**src/rtl/card_lock_pkg.sv**
```systemverilog
// Shared card-lock definitions: card types, desk ops, default reset code and the code LFSR.
package card_lock_pkg;

    localparam logic [1:0] GUEST       = 2'b00;
    localparam logic [1:0] MAID        = 2'b01;
    localparam logic [1:0] GUEST_RESET = 2'b10;
    localparam logic [1:0] MAID_RESET  = 2'b11;

    localparam logic [1:0] OP_ISSUE_GUEST = 2'd0;
    localparam logic [1:0] OP_ISSUE_MAID  = 2'd1;
    localparam logic [1:0] OP_GUEST_RESET = 2'd2;
    localparam logic [1:0] OP_MAID_RESET  = 2'd3;

    localparam logic [15:0] RESET_CODE_DEFAULT = 16'habcd;

    typedef enum logic {ST_IDLE, ST_PRESENT} enc_state_t;

    // Must match the lock's sequence exactly; a nonzero state never reaches zero.
    function automatic logic [15:0] lfsr_next(input logic [15:0] s);
        return {s[14:0], s[15] ^ s[4] ^ s[2] ^ s[1]};
    endfunction

endpackage

```
**src/rtl/card_code_lfsr.sv**
```systemverilog
// Per-class code sequence: EMPTY/LOADED flag plus last issued code.
// Updates on the cycle after load/advance/clear; clear has priority.
module card_code_lfsr
    import card_lock_pkg::*;
(
    input  logic        clk_i,
    input  logic        rst_i,
    input  logic        load_i,
    input  logic [15:0] seed_i,
    input  logic        advance_i,
    input  logic        clear_i,
    output logic        loaded_o,
    output logic [15:0] next_code_o
);

    logic        loaded_q;
    logic [15:0] last_code_q;

    always_ff @(posedge clk_i or posedge rst_i) begin
        if (rst_i) begin
            loaded_q    <= 1'b0;
            last_code_q <= 16'h0000;
        end else if (clear_i) begin
            loaded_q    <= 1'b0;
            last_code_q <= 16'h0000;
        end else if (load_i) begin
            loaded_q    <= 1'b1;
            last_code_q <= seed_i;
        end else if (advance_i) begin
            last_code_q <= lfsr_next(last_code_q);
        end
    end

    assign loaded_o    = loaded_q;
    assign next_code_o = lfsr_next(last_code_q);

endmodule

```
**src/rtl/card_code_encoder.sv**
```systemverilog
// Desk-command to card-image encoder; card presented 1 cycle after command acceptance.
// Holds the card until the writer takes it; no command is accepted meanwhile.
module card_code_encoder
    import card_lock_pkg::*;
#(
    parameter logic [15:0] RESET_CODE = RESET_CODE_DEFAULT,
    parameter int          CNT_W      = 8
) (
    input  logic             clk,
    input  logic             reset,
    input  logic             cmd_valid,
    output logic             cmd_ready,
    input  logic [1:0]       cmd_op,
    input  logic [15:0]      cmd_seed,
    output logic             card_valid,
    input  logic             card_ready,
    output logic [1:0]       card_type,
    output logic [15:0]      entry_code,
    output logic             cmd_error,
    output logic [CNT_W-1:0] guest_count,
    output logic [CNT_W-1:0] maid_count
);

    enc_state_t       state_q;
    logic             card_valid_q;
    logic [1:0]       card_type_q;
    logic [15:0]      entry_code_q;
    logic             cmd_error_q;
    logic [CNT_W-1:0] guest_count_q;
    logic [CNT_W-1:0] maid_count_q;

    logic        accept;
    logic        op_guest, op_maid, op_greset, op_mreset;
    logic        g_loaded, m_loaded, sel_loaded;
    logic [15:0] g_next, m_next, sel_next, issue_code;
    logic        seed_zero, reject;

    assign cmd_ready  = (state_q == ST_IDLE);
    assign accept     = cmd_valid && cmd_ready;
    assign op_guest   = (cmd_op == OP_ISSUE_GUEST);
    assign op_maid    = (cmd_op == OP_ISSUE_MAID);
    assign op_greset  = (cmd_op == OP_GUEST_RESET);
    assign op_mreset  = (cmd_op == OP_MAID_RESET);
    assign sel_loaded = op_maid ? m_loaded : g_loaded;
    assign sel_next   = op_maid ? m_next : g_next;
    assign seed_zero  = (cmd_seed == 16'h0000);
    // An empty class needs a nonzero seed, otherwise the LFSR would lock up at zero.
    assign reject     = (op_guest || op_maid) && !sel_loaded && seed_zero;
    assign issue_code = sel_loaded ? sel_next : cmd_seed;

    card_code_lfsr u_guest (
        .clk_i       (clk),
        .rst_i       (reset),
        .load_i      (accept && op_guest && !g_loaded && !seed_zero),
        .seed_i      (cmd_seed),
        .advance_i   (accept && op_guest && g_loaded),
        .clear_i     (accept && op_greset),
        .loaded_o    (g_loaded),
        .next_code_o (g_next)
    );

    card_code_lfsr u_maid (
        .clk_i       (clk),
        .rst_i       (reset),
        .load_i      (accept && op_maid && !m_loaded && !seed_zero),
        .seed_i      (cmd_seed),
        .advance_i   (accept && op_maid && m_loaded),
        .clear_i     (accept && (op_greset || op_mreset)),
        .loaded_o    (m_loaded),
        .next_code_o (m_next)
    );

    always_ff @(posedge clk or posedge reset) begin
        if (reset) begin
            state_q       <= ST_IDLE;
            card_valid_q  <= 1'b0;
            card_type_q   <= GUEST;
            entry_code_q  <= 16'h0000;
            cmd_error_q   <= 1'b0;
            guest_count_q <= '0;
            maid_count_q  <= '0;
        end else begin
            cmd_error_q <= 1'b0;
            case (state_q)
                ST_IDLE: begin
                    if (cmd_valid) begin
                        if (reject) begin
                            cmd_error_q <= 1'b1;
                        end else begin
                            state_q      <= ST_PRESENT;
                            card_valid_q <= 1'b1;
                            card_type_q  <= cmd_op;
                            entry_code_q <= (op_greset || op_mreset) ? RESET_CODE : issue_code;
                            if (op_greset) begin
                                guest_count_q <= '0;
                                maid_count_q  <= '0;
                            end
                            if (op_mreset) begin
                                maid_count_q <= '0;
                            end
                        end
                    end
                end
                ST_PRESENT: begin
                    if (card_ready) begin
                        state_q      <= ST_IDLE;
                        card_valid_q <= 1'b0;
                        if (card_type_q == GUEST && guest_count_q != '1) begin
                            guest_count_q <= CNT_W'(guest_count_q + 1'b1);
                        end
                        if (card_type_q == MAID && maid_count_q != '1) begin
                            maid_count_q <= CNT_W'(maid_count_q + 1'b1);
                        end
                    end
                end
                default: state_q <= ST_IDLE;
            endcase
        end
    end

    assign card_valid  = card_valid_q;
    assign card_type   = card_type_q;
    assign entry_code  = entry_code_q;
    assign cmd_error   = cmd_error_q;
    assign guest_count = guest_count_q;
    assign maid_count  = maid_count_q;

endmodule

```
**config.mk**
```make
export PLATFORM = sky130hd
export DESIGN_NAME = card_code_encoder
export DESIGN_NICKNAME = d
export VERILOG_FILES = /design/src/rtl/card_lock_pkg.sv /design/src/rtl/card_code_lfsr.sv /design/src/rtl/card_code_encoder.sv
export SDC_FILE = /design/constraint.sdc
export NUM_CORES = 1
export LEC_CHECK = 0
export ABC_AREA = 1
export BUFFER_PORTS_ARGS = -buffer_cell sky130_fd_sc_hd__buf_2
export CAP_MARGIN = 20
export CORE_MARGIN = 2
export CORE_UTILIZATION = 25
export CTS_CLUSTER_SIZE = 30
export DETAILED_ROUTE_END_ITERATION = 8
export PLACE_DENSITY_LB_ADDON = 0.25
export REMOVE_ABC_BUFFERS = 1
export SKIP_CTS_REPAIR_TIMING = 1
export SLEW_MARGIN = 20
export SYNTH_ARGS = -nofsm -noshare
export SYNTH_HDL_FRONTEND = slang
export SYNTH_HIERARCHICAL = 1
export SYNTH_SLANG_ARGS = --single-unit
```
**constraint.sdc**
```tcl
create_clock -name clk -period 2.4 [get_ports clk]
set_input_delay 0.72 -clock clk [delete_from_list [all_inputs] [get_ports clk]]
set_output_delay 0.72 -clock clk [all_outputs]
set_load 0.05 [all_outputs]
```
==> metrics.cfg <==
[final_layout]
diodes=0
fillCellCount=1917
areaGrowthSynthToFinish_pct=15.0
stdcell_count=852
finalNetCount=646
drive_gt1_share_pct=21.9

[pwr]
clock_power_share_pct=29.8
p_comb_share_pct=34.5
seq_power_share_pct=35.7
intPower_uw=2730
leakagePower_uw=0.00253
p_sw_share_pct=40.3
total_power_uw=4580
peakVddDrop_mv=0.523
p_switching_uw=1840
p_per_area_nw_per_um2=912

[synthesis]
avgSynthCellArea_sq_um=7.48
netlist_top_cells_count=nand2_1 (185), dfrtp_1 (71), nor2_1 (68), nand3_1 (42), inv_1 (34)
synth_most_common_cell=nand2_1
synth-main-ff-cell=dfrtp_1
seq_area_frac_synth_pct=40.7
synthArstFlopShare_pct=100
synth_top_area_share_pct=40.7
yosysWarnings=6
synth_area_leader_cell=dfrtp_1
synth.distinct_cells=33
synth-edff-count=0
synth_seq_cells=71
synth_area_leaders=dfrtp_1 (41%), nand2_1 (16%), nor2_1 (5.8%)
netlist_instances=584
netlist_area_sq_um=4370

[clocking]
cts.sinks=71
htreeDepth=3
cts_tree=built
cts_root_buffer=clkbuf_16
insertion_delay_ns=0.34
cts_made_buffers=9
clock_path_buffers=2
clkTransAtPathRegs_ns=0.07

[worst_setup_path]
cp-start-kind=flop
crit_path_max_fanout=18
worstPathArrival_ns=1.38
cp-end-kind=output pin
reg2reg_slack_ns=0.56
criticalPathCategory=reg -> out
worstPathRequired_ns=1.68

[timing]
rsz0062_at_grt=no
fmax_mhz=477
fin_crit_sh_pct=87.3
min_period_ns=2.10
worst_pin_slew_ns=0.758
skew_ns=0.0106
drv_slew=0
hold_viol=0
setup_ws_ns=0.305
finalSetupViolCount=0
relSlewSlack_pct=49.4

[worst_hold_path]
min_path_type=in -> async

[floorplanning]
die_area_sq_um=18500
pin_count=59
rows=48
coreArea_sq_um=17200
start_util_pct=25.4
die_y_um=136
die_w_um=136

[global_routing]
track_usage_pct=14.1
grt_pass1_wl_um=20100
grt_max_degree=38
antenna_found_initial=0
overflow=0
grt_pass1_vias=3781

[drt]
drt_iter0_drc=179
dr.pass1.iters=5
ant_nets=0
via_per_inst=4.56
num_vias=3881
wl_per_cell_um=14.7
wirelength_um=12600
drcViolationCount=0

[status]
status=finished, final reports clean

[place]
hpwl_um=9120
dp_cells=836
io_buffers=58
gp_congestion=0.855
place_ws_ns=0.101

[run]
drv_cap=0

## path summary, 6_finish.rpt
| kind | start | depth (start not counted) | end |
|---|---|---|---|
| worst max-delay path | state_q | 2 | cmd_ready |
| worst min-delay path | reset | 3 | u_guest/last_code_q[0] |
| worst max register to register | state_q | 8 | u_guest/last_code_q[3] |
| worst min register to register | entry_code[7] | 2 | entry_code[7] |
| max in group asynchronous | reset | 2 | u_maid/loaded_o |
| min in group clk | entry_code[7] | 2 | entry_code[7] |
## cell usage in the layout, fill, tap and decap left out, types with 2 or more instances in the layout
master	Yosys	final
clkinv_2	0	2
nor3_1	3	3
nor3b_1	6	6
o31ai_2	4	4
nand2_1	185	185
buf_4	33	16
o21ai_0	25	25
o31ai_1	10	10
nand2_2	7	7
o211ai_1	16	16
ha_1	2	2
dfrtp_1	71	71
or2_2	18	18
clkbuf_16	0	9
o21ai_2	2	2
inv_2	8	8
nand4_1	2	2
nor2_1	68	68
xnor2_1	3	3
nand3_1	42	42
a21oi_1	2	2
nand2_4	2	2
buf_12	0	4
inv_1	34	34
o21ai_1	7	7
buf_2	3	58
o22ai_1	10	10
## kinds of logic after synthesis
group / after synthesis / synth area share, %
xor gates and xnor gates: 4 / 0.802
and+or+nand+nor: 337 / 33.0
DFF: 71 / 40.7
AOI/OAI and AO/OA: 77 / 11.8
adders and majority gates: 2 / 0.573
buffers and inverters: 93 / 13.2
## layer usage
layer / track usage (%) / wire [um] / part of all wire (%) / up-vias
met5: 0 / 0 / 0 / -
met4: 2.95 / 55 / 0.44 / 0
met3: 3.43 / 616 / 4.9 / 4
met2: 23.8 / 5980 / 48 / 92
met1: 18.4 / 5910 / 47 / 1841
li1: - / - / - / 1944
## metrics by stage
step	area, sq um	utilization [%]	TNS [ns]	hold slack, ns
2_1_floorplan	3950	-	-4.71	0.463
3_3_place_gp	4720	27.5	0	0.463
3_5_place_dp	4720	27.5	0	0.464
4_1_cts	5020	29.2	0	0.426
5_1_grt	5020	29.2	0	0.459
6_report	5020	29.2	0	0.429
## area by class of cell
| class | instances | area (sq um) | area share, % |
|---|---|---|---|
| clock inverter | 5 | 56.3 | 1.12 |
| clock buffer | 11 | 243 | 4.83 |
| timing repair buffer | 78 | 490 | 9.77 |
| multi-input combinational | 420 | 2020 | 40.1 |
| sequential | 71 | 1780 | 35.4 |
| inverter | 42 | 158 | 3.14 |
| tap | 225 | 282 | 5.61 |
## sequential cells by signal (all words and copies together) (netlist names)
signal               count
maid_count               8
u_maid/loaded_o          1
state_q                  1
card_type                2
guest_count              8
cmd_error                1
card_valid               1
u_maid/last_code_q      16
u_guest/last_code_q     16
entry_code              16
u_guest/loaded_o         1
## worst max-delay path, stage by stage (launching register included)
cell and delay (ns):
dfrtp_1 0.43, inv_2 0.27, buf_2 0.33
## power by group through the flow
stage               Clock [uW]  Combinational, uW  Sequential (uW)
floorplan                    0                723             2030
global placement             0               1590             1650
detailed placement           0               1590             1660
CTS                       1400               1600             1640
global route              1450               1750             1670
finish                    1360               1580             1640
No activity file was read; power rests on OpenSTA's default activity.
